$ cat src/rtl/microplexer_cfg_ctrl.sv
// -----------------------------------------------------------------------------
// microplexer_cfg_ctrl
//
// Serial configuration loader for a bank of NUM_MUX 4-input microplexers.
// A frame is opened with cfg_start. TOTAL = NUM_MUX*SEL_W bits are then
// shifted MSB first into a shadow register using a valid/ready handshake.
// Once the whole frame is in, it is committed in one step onto sel_bus, so
// the mux fabric never sees a partially loaded frame.
//
// Ports
//   clk        in   1         rising-edge clock
//   rst_n      in   1         synchronous reset, active-low
//   cfg_start  in   1         open a new frame (restarts a frame in progress)
//   cfg_bit    in   1         serial data bit
//   cfg_valid  in   1         cfg_bit is valid this cycle
//   cfg_ready  out  1         a bit is accepted this cycle (LOAD state)
//   cfg_busy   out  1         frame in progress (not IDLE)
//   cfg_done   out  1         one-cycle pulse: new masks are live on sel_bus
//   cfg_err    out  1         sticky: a bit was offered outside a frame
//   sel_bus    out  TOTAL     live masks, sel_bus[i*SEL_W +: SEL_W] = mux i
// -----------------------------------------------------------------------------
module microplexer_cfg_ctrl #(
    parameter int NUM_MUX = 8,
    parameter int SEL_W   = 4
) (
    input  logic                     clk,
    input  logic                     rst_n,
    input  logic                     cfg_start,
    input  logic                     cfg_bit,
    input  logic                     cfg_valid,
    output logic                     cfg_ready,
    output logic                     cfg_busy,
    output logic                     cfg_done,
    output logic                     cfg_err,
    output logic [NUM_MUX*SEL_W-1:0] sel_bus
);

    localparam int TOTAL = NUM_MUX * SEL_W;
    localparam int CNT_W = $clog2(TOTAL);
    localparam logic [CNT_W-1:0] LAST_CNT = CNT_W'(TOTAL - 1);

    typedef enum logic [1:0] {
        S_IDLE   = 2'd0,
        S_LOAD   = 2'd1,
        S_COMMIT = 2'd2
    } state_t;

    state_t             state;
    state_t             next_state;
    logic [TOTAL-1:0]   shadow;
    logic [CNT_W-1:0]   bit_cnt;

    logic               load_clr;
    logic               shift_en;
    logic               commit_en;
    logic               err_set;
    logic               err_clr;

    // State register
    always_ff @(posedge clk) begin
        if (!rst_n) begin
            state <= S_IDLE;
        end else begin
            state <= next_state;
        end
    end

    // Next-state and datapath control decode
    always_comb begin
        next_state = state;
        load_clr   = 1'b0;
        shift_en   = 1'b0;
        commit_en  = 1'b0;
        err_set    = 1'b0;
        err_clr    = 1'b0;

        case (state)
            S_IDLE: begin
                if (cfg_start) begin
                    next_state = S_LOAD;
                    load_clr   = 1'b1;
                    err_clr    = 1'b1;
                end else if (cfg_valid) begin
                    // Stray bit with no frame open: flag it and drop it.
                    err_set = 1'b1;
                end
            end

            S_LOAD: begin
                // A restart takes priority over a bit offered in the same cycle.
                if (cfg_start) begin
                    load_clr = 1'b1;
                end else if (cfg_valid) begin
                    shift_en = 1'b1;
                    if (bit_cnt == LAST_CNT) begin
                        next_state = S_COMMIT;
                    end
                end
            end

            S_COMMIT: begin
                commit_en  = 1'b1;
                next_state = S_IDLE;
            end

            default: begin
                next_state = S_IDLE;
            end
        endcase
    end

    // Handshake and status decoded from state only
    assign cfg_ready = (state == S_LOAD);
    assign cfg_busy  = (state != S_IDLE);

    // Shadow shift register, bit counter, live masks and status flags
    always_ff @(posedge clk) begin
        if (!rst_n) begin
            shadow   <= '0;
            bit_cnt  <= '0;
            sel_bus  <= '0;
            cfg_done <= 1'b0;
            cfg_err  <= 1'b0;
        end else begin
            if (load_clr) begin
                shadow  <= '0;
                bit_cnt <= '0;
            end else if (shift_en) begin
                // MSB first: the first bit of the frame ends up in the top bit.
                shadow  <= {shadow[TOTAL-2:0], cfg_bit};
                bit_cnt <= bit_cnt + CNT_W'(1);
            end

            if (commit_en) begin
                sel_bus <= shadow;
            end
            cfg_done <= commit_en;

            if (err_clr) begin
                cfg_err <= 1'b0;
            end else if (err_set) begin
                cfg_err <= 1'b1;
            end
        end
    end

endmodule

$ cat config.mk
export PLATFORM = sky130hd
export DESIGN_NAME = microplexer_cfg_ctrl
export DESIGN_NICKNAME = d
export VERILOG_FILES = /design/src/rtl/microplexer_cfg_ctrl.sv
export SDC_FILE = /design/constraint.sdc
export NUM_CORES = 1
export LEC_CHECK = 0
export ABC_AREA = 1
export CAP_MARGIN = 40
export CELL_PAD_IN_SITES_DETAIL_PLACEMENT = 1
export CELL_PAD_IN_SITES_GLOBAL_PLACEMENT = 1
export CORE_AREA = 2 2 103 75
export CTS_BUF_LIST = sky130_fd_sc_hd__clkbuf_16
export DETAILED_ROUTE_END_ITERATION = 12
export DIE_AREA = 0 0 105 77
export HOLD_SLACK_MARGIN = 0.08
export PLACE_DENSITY = 0.75
export SLEW_MARGIN = 20
export SYNTH_ARGS = -nofsm -noshare
export SYNTH_HDL_FRONTEND = slang
export SYNTH_SLANG_ARGS = --single-unit
$ cat constraint.sdc
create_clock -name clk -period 1.62 [get_ports clk]
set_input_delay 0.405 -clock clk [delete_from_list [all_inputs] [get_ports clk]]
set_output_delay 0.405 -clock clk [all_outputs]
set_load 0.005 [all_outputs]
==> summary.txt <==
Route
  – Drt wl/cell: 14.61 um
  – DRT Wirelength: 7087 um
  – Vias/cell: 4.792
  – DRC: 0
  – Total vias in the final route: 2,324
  – Routed Antenna Nets: 0
  – Pre-antenna DRT Iters: 4
  – Initial DRC count: 42

Clock network
  – H-Tree Depth: 3
  – Inserted Clock Buffers: 9
  – Reg clk slew, reported paths: 0.05 ns
  – Clock Sinks: 73
  – Bufs on Longest Clock Path: 2
  – Clock insertion delay at the later pin of the skew report: 0.33 ns
  – CTS Root Cell: clkbuf_16
  – Hold buffer count at CTS: 0
  – Clock tree from TritonCTS: built

Synth
  – Synth top area share: 0.5252
  – Ys async rst share: 0
  – Post-synth EDFFs: 0
  – Synth area leaders: dfxtp_1 53%, a21oi_2 9.4%, nor2_1 9.4%
  – Syn nets: 341
  – Syn Inst Count: 334
  – Number of synthesized register bits: 73
  – Mapped Area: 2783 um2
  – Syn Area/Cell: 8.331 um2
  – Share of the yosys chip area belonging to registers: 0.5252
  – Yosys warnings: 0
  – Yosys top cell by area: dfxtp_1
  – Most frequent cell after synthesis: dfxtp_1
  – Most instantiated cells after synthesis: 73 x dfxtp_1, 70 x nor2_1, 66 x nand2_1, 30 x a21oi_2, 28 x o21ai_0
  – Primary FF master, synth: dfxtp_1
  – Yosys cell types: 23

Die
  – Total core area: 7092 um2
  – Ports: 41
  – Die height: 77 um
  – Chip width: 105 um
  – Initial Utilization: 0.3924
  – Rows: 26
  – Die area: 8085 um2

Worst setup path
  – CP peak stage delay: 0.51 ns
  – Worst EP required: 1.21 ns
  – WP data arrival: 1.18 ns
  – Buf/Inv on CP: 1
  – Critical path class: flop to output port
  – Crit-path leading delay family: buffers and inverters
  – Worst setup SP type: flop
  – Slowest cell on crit path: clkdlybuf4s50_1
  – CP Capture Type: output port
  – Critical path, cell by cell: clkdlybuf4s50_1
  – R2r startpoint: bit_cnt[1]
  – Critical Path Fanout Max: 2
  – Setup crit start: cfg_err

Pwr
  – PwrDens: 1128 nW/um2
  – Part of the power in registers: 0.431
  – Tot Pwr: 4.182 mW
  – Gate power share: 0.035
  – Sw frac: 0.1997
  – Clk pwr share: 0.535
  – Maximum VDD drop: 0.5406 mV
  – Switch Pwr: 835.0 uW
  – Leak: 1.528 nW
  – P_int: 3.347 mW

Min path
  – Min-delay src: bit_cnt[3]
  – Worst hold path class: flop to flop

Global routing
  – Pin count of the biggest net entering global routing: 33
  – GRT overflow: 0
  – Vias in the first global route: 2,466
  – Gr usage total: 0.1914
  – First-pass GRT wire length: 12,180 um
  – Antenna violations before repair: 0

Final layout
  – Diode count: 0
  – Synth-to-Final Area Change: 33.27%
  – Area of the multi-input gates: 1161 um2
  – Fin util: 0.5229
  – Layout cells sized above 1: 0.2119
  – Nets: 389
  – Non-Filler Instances: 485
  – Reg area: 1465 um2
  – Fill cells: 861

STA
  – Clock skew: 0.006078 ns
  – Hold Vio Cnt, Final: 0
  – Final setup margin: 0.03986 ns
  – Slew Viols, Final: 0
  – Final worst path period share: 0.9754
  – Slew Limit Headroom: 0.7815
  – Final setup viols: 0
  – Crit path time final: 1.580 ns
  – Fmax: 632.9 MHz
  – Slew @ Worst Pin: 0.3278 ns
  – RSZ-0062 raised after global routing: false

Flow run
  – Max cap viols: 0

Placed design
  – Placed cell count: 467
  – GPL Wtd Cong: 0.7578
  – IO buf count: 40
  – HPWL Detailed: 4433 um
  – Dpl ws: -0.1251 ns

Status
  – Status: completed
cells in the final DEF, fill, tap and decap left out:
cell type	count
dfxtp_1	72
nor2_1	69
nand2_1	66
clkdlybuf4s50_1	32
a21oi_2	30
o21ai_0	28
nand2_2	13
buf_4	13
clkbuf_16	9
inv_1	8
a21oi_1	8
o21ai_1	5
dlymetal6s2s_1	5
buf_12	4
inv_2	3
nand3_1	3
bufinv_16	3
dlygate4sd2_1	3
nor2_4	2
ha_1	2
nor2_2	1
o21ai_4	1
xor2_1	1
nor3_1	1
a31oi_1	1
clkinvlp_4	1
clkinv_2	1
clkinv_1	1
dfxtp_4	1
worst paths after layout:
path / to / slack, ns / depth (start not counted)
worst max-delay path: cfg_err / 0.04 / 1
worst min-delay path: bit_cnt[3] / 0.47 / 2
worst max register to register: state[0] / 0.16 / 7
worst min register to register: bit_cnt[3] / 0.47 / 2
metrics by stage:
stage	hold slack, ns	TNS (ns)	instance area, um2
final	0.4738	0	3709
after global placement	0.4490	-1.594	3343
after global routing	0.4921	0	3709
after detailed placement	0.4574	-3.446	3343
after floorplan	0.4392	0	2783
after CTS	0.4657	0	3696
worst register-to-register path, cell delays in order (launching register included):
cell     delay (ns)
dfxtp_1        0.37
ha_1           0.21
nand2_1        0.07
nor2_1         0.11
ha_1           0.17
inv_1          0.06
o21ai_0        0.25
a21oi_1        0.10
layer usage:
layer | part of all wire | routed length [um] | vias to the layer above | GRT usage
li1 | - | - | 1159 | -
met1 | 0.46 | 3294 | 1113 | 0.2304
met2 | 0.48 | 3435 | 38 | 0.3208
met3 | 0.035 | 248 | 14 | 0.05697
met4 | 0.015 | 109 | 0 | 0.07733
met5 | 0 | 0 | - | 0
logic make-up after synthesis:
| family | share of synthesized area |
|---|---|
| xor+xnor | 0.003148 |
| simple gates | 0.2280 |
| flops | 0.5252 |
| fa+ha+maj | 0.008991 |
| buf+inv | 0.06115 |
| compound gates | 0.1736 |
cell type report:
class                      instances  area share
sequential                        73      0.3951
multi-input combinational        231      0.3131
timing repair buffer              57      0.1582
clock buffer                       9     0.06073
tap                               98     0.03306
clock inverter                     7     0.02969
inverter                          10     0.01012
repair_timing:
action,in CTS,in global routing
pin swaps,1,0
buffers inserted,2,0
endpoints found under the setup margin,3,5
resized for setup,7,5
hold endpoints to repair,0,0
power groups by stage:
| stage | clock, mW | sequential [mW] | combinational (mW) |
|---|---|---|---|
| 4_1_cts | 2.28 | 1.80 | 0.145 |
| 3_5_place_dp | 0 | 1.84 | 0.143 |
| 3_3_place_gp | 0 | 1.84 | 0.142 |
| 2_1_floorplan | 0 | 1.84 | 0.0789 |
| 6_report | 2.24 | 1.80 | 0.146 |
| 5_1_grt | 2.36 | 1.80 | 0.158 |
state kept, by name (all words and copies together), names as in the netlist:
name	flops
bit_cnt	5
cfg_done	1
cfg_err	1
sel_bus	32
shadow	32
state	2
Note: power is estimated with default switching activity, not from simulation.
